===== src/rtl/cic_pkg.sv =====
// rtl/cic_pkg.sv - shared state encoding, magnitude width and saturating abs for the CIC AGC
package cic_pkg;

  localparam int MAG_W = 16;
  localparam logic [MAG_W-1:0] MAG_MAX = {1'b0, {(MAG_W-1){1'b1}}};
  localparam logic [MAG_W-1:0] MAG_NEG = {1'b1, {(MAG_W-1){1'b0}}};

  typedef enum logic [1:0] {
    ST_IDLE    = 2'd0,
    ST_MEASURE = 2'd1,
    ST_DECIDE  = 2'd2,
    ST_HOLD    = 2'd3
  } agc_state_e;

  // The most negative code has no positive twin, so it clips to full scale.
  function automatic logic [MAG_W-1:0] sat_abs(input logic [MAG_W-1:0] x);
    if (x == MAG_NEG) return MAG_MAX;
    else if (x[MAG_W-1]) return ~x + MAG_W'(1);
    else return x;
  endfunction

endpackage


===== src/rtl/cic_agc_peak.sv =====
// rtl/cic_agc_peak.sv - saturating |x| and running-max register; CIC_AGC_FAST_ATTACK_EN enables the clip flag
module cic_agc_peak
  import cic_pkg::*;
(
  input  logic                    clk_i,
  input  logic                    rstn_i,
  input  logic                    clr_i,
  input  logic                    en_i,
  input  logic signed [MAG_W-1:0] x_i,
  output logic        [MAG_W-1:0] peak_o,
  output logic                    clip_o
);

  logic [MAG_W-1:0] mag;
  logic [MAG_W-1:0] peak_q;

  always_comb mag = sat_abs(x_i);

  // Clear wins over a simultaneous update so a new window never inherits a sample.
  always_ff @(posedge clk_i) begin
    if (!rstn_i)                    peak_q <= '0;
    else if (clr_i)                 peak_q <= '0;
    else if (en_i && mag > peak_q)  peak_q <= mag;
  end

  assign peak_o = peak_q;

`ifdef CIC_AGC_FAST_ATTACK_EN
  assign clip_o = (mag == MAG_MAX);
`else
  assign clip_o = 1'b0;
`endif

endmodule


===== src/rtl/cic_agc_ctrl.sv =====
// rtl/cic_agc_ctrl.sv - windowed-peak AGC for the CIC gain code; CIC_AGC_FAST_ATTACK_EN adds clip fast attack
module cic_agc_ctrl
  import cic_pkg::*;
#(
  parameter int GAIN_BITS = 8,
  parameter int WINDOW    = 256,
  parameter int SETTLE    = 4,
  parameter int HI_THRESH = 24576,
  parameter int LO_THRESH = 8192,
  parameter int GAIN_MIN  = 0,
  parameter int GAIN_MAX  = 255,
  parameter int GAIN_INIT = 128
) (
  input  logic                    CLK,
  input  logic                    RSTb,
  input  logic                    in_tick,
  input  logic signed [MAG_W-1:0] x_in,
  input  logic                    agc_en,
  input  logic [GAIN_BITS-1:0]    manual_gain,
  output logic [GAIN_BITS-1:0]    gain,
  output logic                    gain_update,
  output logic [MAG_W-1:0]        peak,
  output logic                    locked
);

  localparam int WIN_W = (WINDOW > 1) ? $clog2(WINDOW) : 1;
  localparam int SET_W = (SETTLE > 1) ? $clog2(SETTLE) : 1;
  localparam logic [WIN_W-1:0]     WIN_LAST = WIN_W'(WINDOW - 1);
  localparam logic [SET_W-1:0]     SET_LAST = SET_W'((SETTLE > 0) ? SETTLE - 1 : 0);
  localparam logic [GAIN_BITS-1:0] G_MIN    = GAIN_BITS'(GAIN_MIN);
  localparam logic [GAIN_BITS-1:0] G_MAX    = GAIN_BITS'(GAIN_MAX);
  localparam logic [GAIN_BITS-1:0] G_INIT   = GAIN_BITS'(GAIN_INIT);
  localparam logic [MAG_W-1:0]     HI       = MAG_W'(HI_THRESH);
  localparam logic [MAG_W-1:0]     LO       = MAG_W'(LO_THRESH);

  agc_state_e           state_q, state_d;
  logic [WIN_W-1:0]     win_q, win_d;
  logic [SET_W-1:0]     set_q, set_d;
  logic [GAIN_BITS-1:0] gain_q, gain_d;
  logic                 upd_q, upd_d;
  logic [MAG_W-1:0]     peak_q, peak_d;
  logic                 locked_q, locked_d;

  logic                 pk_clr, pk_en, clip;
  logic [MAG_W-1:0]     run_peak;

  cic_agc_peak u_peak (
    .clk_i  (CLK),
    .rstn_i (RSTb),
    .clr_i  (pk_clr),
    .en_i   (pk_en),
    .x_i    (x_in),
    .peak_o (run_peak),
    .clip_o (clip)
  );

  always_comb begin
    state_d  = state_q;
    win_d    = win_q;
    set_d    = set_q;
    gain_d   = gain_q;
    peak_d   = peak_q;
    locked_d = locked_q;
    pk_clr   = 1'b0;
    pk_en    = 1'b0;

    if (!agc_en) begin
      state_d  = ST_IDLE;
      win_d    = '0;
      set_d    = '0;
      gain_d   = manual_gain;
      locked_d = 1'b0;
      pk_clr   = 1'b1;
    end else begin
      unique case (state_q)
        ST_IDLE: begin
          state_d = ST_HOLD;
          win_d   = '0;
          set_d   = '0;
        end
        ST_HOLD: begin
          if (SETTLE == 0) begin
            state_d = ST_MEASURE;
          end else if (in_tick) begin
            if (set_q == SET_LAST) begin
              set_d   = '0;
              state_d = ST_MEASURE;
            end else begin
              set_d = set_q + SET_W'(1);
            end
          end
        end
        ST_MEASURE: begin
          if (in_tick) begin
            if (clip) begin
              if (gain_q > G_MIN) gain_d = gain_q - GAIN_BITS'(1);
              locked_d = 1'b0;
              win_d    = '0;
              set_d    = '0;
              pk_clr   = 1'b1;
              state_d  = ST_HOLD;
            end else begin
              pk_en = 1'b1;
              if (win_q == WIN_LAST) begin
                win_d   = '0;
                state_d = ST_DECIDE;
              end else begin
                win_d = win_q + WIN_W'(1);
              end
            end
          end
        end
        ST_DECIDE: begin
          // Ticks landing here are dropped: nothing counts or measures in this state.
          peak_d = run_peak;
          pk_clr = 1'b1;
          if (run_peak > HI && gain_q > G_MIN)      gain_d = gain_q - GAIN_BITS'(1);
          else if (run_peak < LO && gain_q < G_MAX) gain_d = gain_q + GAIN_BITS'(1);
          locked_d = (gain_d == gain_q);
          set_d    = '0;
          state_d  = (gain_d == gain_q) ? ST_MEASURE : ST_HOLD;
        end
        default: state_d = ST_IDLE;
      endcase
    end

    upd_d = (gain_d != gain_q);
  end

  always_ff @(posedge CLK) begin
    if (!RSTb) begin
      state_q  <= ST_IDLE;
      win_q    <= '0;
      set_q    <= '0;
      gain_q   <= G_INIT;
      upd_q    <= 1'b0;
      peak_q   <= '0;
      locked_q <= 1'b0;
    end else begin
      state_q  <= state_d;
      win_q    <= win_d;
      set_q    <= set_d;
      gain_q   <= gain_d;
      upd_q    <= upd_d;
      peak_q   <= peak_d;
      locked_q <= locked_d;
    end
  end

  assign gain        = gain_q;
  assign gain_update = upd_q;
  assign peak        = peak_q;
  assign locked      = locked_q;

endmodule


===== config.mk =====
export PLATFORM = sky130hd
export DESIGN_NAME = cic_agc_ctrl
export DESIGN_NICKNAME = d
export VERILOG_FILES = /design/src/rtl/cic_pkg.sv /design/src/rtl/cic_agc_peak.sv /design/src/rtl/cic_agc_ctrl.sv
export SDC_FILE = /design/constraint.sdc
export NUM_CORES = 1
export LEC_CHECK = 0
export ABC_AREA = 1
export CAP_MARGIN = 40
export CORE_MARGIN = 4
export CORE_UTILIZATION = 40
export CTS_BUF_LIST = sky130_fd_sc_hd__clkbuf_8
export CTS_CLUSTER_SIZE = 25
export DETAILED_ROUTE_END_ITERATION = 6
export PLACE_DENSITY = 0.74
export REMOVE_ABC_BUFFERS = 1
export SLEW_MARGIN = 20
export SYNTH_ARGS = -nofsm -noshare
export SYNTH_HDL_FRONTEND = slang
export SYNTH_SLANG_ARGS = --single-unit

===== constraint.sdc =====
create_clock -name CLK -period 2.9 [get_ports CLK]
set_input_delay 0.58 -clock CLK [delete_from_list [all_inputs] [get_ports CLK]]
set_output_delay 0.58 -clock CLK [all_outputs]
set_load 0.05 [all_outputs]

==> impl_metrics.json, run 1 <==
{
  "status": "finished with violations",
  "failed_checks": "negative setup slack",
  "start_util_pct": 41.0,
  "crit_family": "compound AO/OA/AOI/OAI gates",
  "fin_nets": 730,
  "synth_most_common_cell": "nand2_1",
  "drtIter0Drc": 249,
  "dr.pass1.iters": 5,
  "final_antenna_net_count": 0,
  "post-route-period-util_pct": 101,
  "internal-power_mw": 1.33,
  "clkTransAtPathRegs_ns": 0.11,
  "area_growth_pct": 43.7,
  "totalNegativeSetupSlack_ns": -0.261,
  "fmax_mhz": 341,
  "cap_violations": 0,
  "p_clk_share_pct": 28.0,
  "cp_num_cells": 21,
  "cp_cell_sequence": "buf_6 -> inv_4 -> ha_4 -> inv_4 -> nor3_4 -> nand2_2 -> nor3_2 -> inv_1 -> o21ai_2 -> o211ai_1 -> o21ai_1 -> ha_1 -> nand2_2 -> inv_2 -> nand3_2 -> nor3_4 -> a311oi_2 -> nand2_4 -> buf_2 -> o21ai_1 -> a21oi_2",
  "async_flop_share_pct": 0,
  "dpl.hpwl_mm": 7.81,
  "cp-start-kind": "primary input",
  "wl_mm": 11.9,
  "cp_slowest_cell": "ha_1",
  "postSynthAreaPerCell_um2": 6.79,
  "critPathBufInv": 6,
  "yosysSeqAreaShare_pct": 28.5,
  "worst_hold_path.num_cells": 2,
  "grt_max_degree": 21,
  "ir_worst_vdd_uv": 262,
  "p_leak_nw": 2.38,
  "grt_pass1_wl_mm": 19.2,
  "pre_cts_ws_ns": -0.792,
  "timing.final.ws_setup_ns": -0.0365,
  "rsz0062_at_grt": "yes",
  "yosys-top-cells-count": "nand2_1, dfxtp_1, inv_1, a21oi_1, nor2_1",
  "p_comb_share_pct": 32.3,
  "htree_levels": 2,
  "critical_path_arrival_ns": 3.16,
  "netlist_area_mm2": 0.00379,
  "worstSetupEndpointType": "flip-flop",
  "slew_headroom_pct": 45.8,
  "ys_top_cells_by_area": "dfxtp_1, nand2_1, ha_1",
  "fp.dieH_um": 105,
  "slew_violations": 0,
  "cts_tree": "built",
  "clock_skew_ns": 0.00878,
  "critPathRequiredTime_ns": 3.12,
  "powerDensity_mw_per_mm2": 373,
  "antenna_cells": 0,
  "netSwitchingFraction_pct": 34.3,
  "grtUsageTotal_pct": 20.5,
  "coreArea_mm2": 0.00924,
  "place_congestion": 0.910,
  "slowest_delay_ns": 0.27,
  "avgViaCountPerCell": 5.29,
  "fin_total_pwr_mw": 2.03,
  "power_switching_uw": 695,
  "clock_latency_ns": 0.32,
  "setup_viol": 13,
  "die_w_um": 105,
  "synth_warnings": 0,
  "synth_ff_type": "dfxtp_1",
  "fin_crit_ns": 2.94,
  "portBuffers": 53,
  "seq_power_share_pct": 39.7,
  "r2r_cells": 12,
  "wl_per_cell_um": 14.7,
  "synth-edff-count": 0,
  "yosys.area.top_type": "dfxtp_1",
  "boundaryPins": 54,
  "cts_root_buffer": "clkbuf_8",
  "clock_sinks": 54,
  "cts_buffers": 5,
  "hold_violations": 0,
  "drive_above_1_share_pct": 30.0,
  "globalRouteOverflowTotal": 0,
  "antenna_found_initial": 0,
  "tightest_slew_ns": 0.812,
  "netlist_instances": 558,
  "drc": 0,
  "ys_types": 47,
  "fin_util_pct": 58.9,
  "ys_seq_elements": 54,
  "grt_pass1_vias": 4226,
  "rows": 35,
  "num_vias": 4285,
  "critPathMaxFanout": 5,
  "die-area_mm2": 0.0111,
  "clock_path_buffers": 2,
  "path_class": "in2reg",
  "hold_class": "reg2reg",
  "hold_slack_ns": 0.476,
  "yosys.area.top_type_share_pct": 28.5
}
[cell type report]
class | instances | area, µm²
fillers | 790 | 3800
well taps | 129 | 161
repair buffers | 129 | 1150
flip-flops and latches | 54 | 1080
clock inverters | 2 | 38.8
multi-input cells | 425 | 2670
inverters | 65 | 259
clock buffers | 6 | 82.6
[sequential cells by signal, summed over array words and instances (netlist names)]
| register | cells |
|---|---|
| win_q | 8 |
| gain_update | 1 |
| gain | 8 |
| peak | 16 |
| locked | 1 |
| u_peak.peak_o | 16 |
| set_q | 2 |
| state_q | 2 |
[routing by layer]
layer | global-route usage [%] | vias up | wire (µm)
li1 | - | 2110 | -
met3 | 2.88 | 37 | 655
met5 | 0 | - | 0
met4 | 9.47 | 0 | 360
met2 | 38.0 | 160 | 6220
met1 | 23.0 | 1978 | 4680
[worst min-delay path, delay by kind of cell (launching register included)]
| kind | cells | cell delay, ns |
|---|---|---|
| flops | 1 | 0.33 |
| simple gates | 1 | 0.06 |
| compound gates | 1 | 0.05 |
[kinds of logic after synthesis]
family                     count (synthesis)  synth area share (%)
xor gates and xnor gates                   8                  1.85
and+or+nand+nor                          276                  35.9
DFF                                       54                  28.5
adders and majority gates                 22                  7.27
AOI/OAI and AO/OA                        119                  17.9
buffers and inverters                     79                  8.56
[timing repair]
| action | in CTS | in global routing |
|---|---|---|
| pin swaps | 26 | 29 |
| endpoints found under the setup margin | 16 | 16 |
| gates resized for setup | 92 | 53 |
| gates cloned | 2 | 0 |
| setup buffers | 24 | 8 |
| hold buffers | 0 | 0 |
[metrics by stage]
step                      instances  cell area (µm²)
after floorplan                 544             3710
after global placement          768             4710
after detailed placement        768             4710
after CTS                       802             5250
after global routing            810             5440
final                           810             5440
[final timing paths]
kind	startpoint	end	slack, ns
worst min register to register	set_q[1]	set_q[1]	0.48
worst min-delay path	set_q[1]	set_q[1]	0.48
worst max register to register	gain[0]	gain_update	0.69
worst max-delay path	x_in[0]	u_peak.peak_o[11]	-0.04
[power groups by stage]
stage               Clock (mW)  Combinational [mW]  Sequential, mW
global placement             0               0.514           0.819
global route             0.600               0.712           0.810
finish                   0.568               0.655           0.804
detailed placement           0               0.525           0.820
floorplan                    0               0.259           0.883
CTS                      0.571               0.603           0.803
[layout by cell type (no fill, tap or decap), drive strengths merged, types with 2 or more instances in the layout]
master         instances
a211oi                 8
a21boi                 2
a21oi                 53
buf                   82
clkbuf                 6
clkdlybuf4s15          2
clkdlybuf4s50         38
clkinv                 2
dfxtp                 54
dlymetal6s2s           7
ha                    22
inv                   64
nand2                129
nand3                 40
nand3b                 4
nand4                 18
nor2                  66
nor3                   7
nor4                   2
o211ai                 5
o21ai                 44
or2                   10
xnor2                  3
xor2                   5
Note: power is estimated with default switching activity, not from simulation.
==> run 2, diff against run 1 <==
Settings changed: GPL_ROUTABILITY_DRIVEN from default to 1.
==> results of run 2 <==
Same layout as run 1: the final DEF is identical, and so are final timing and power.
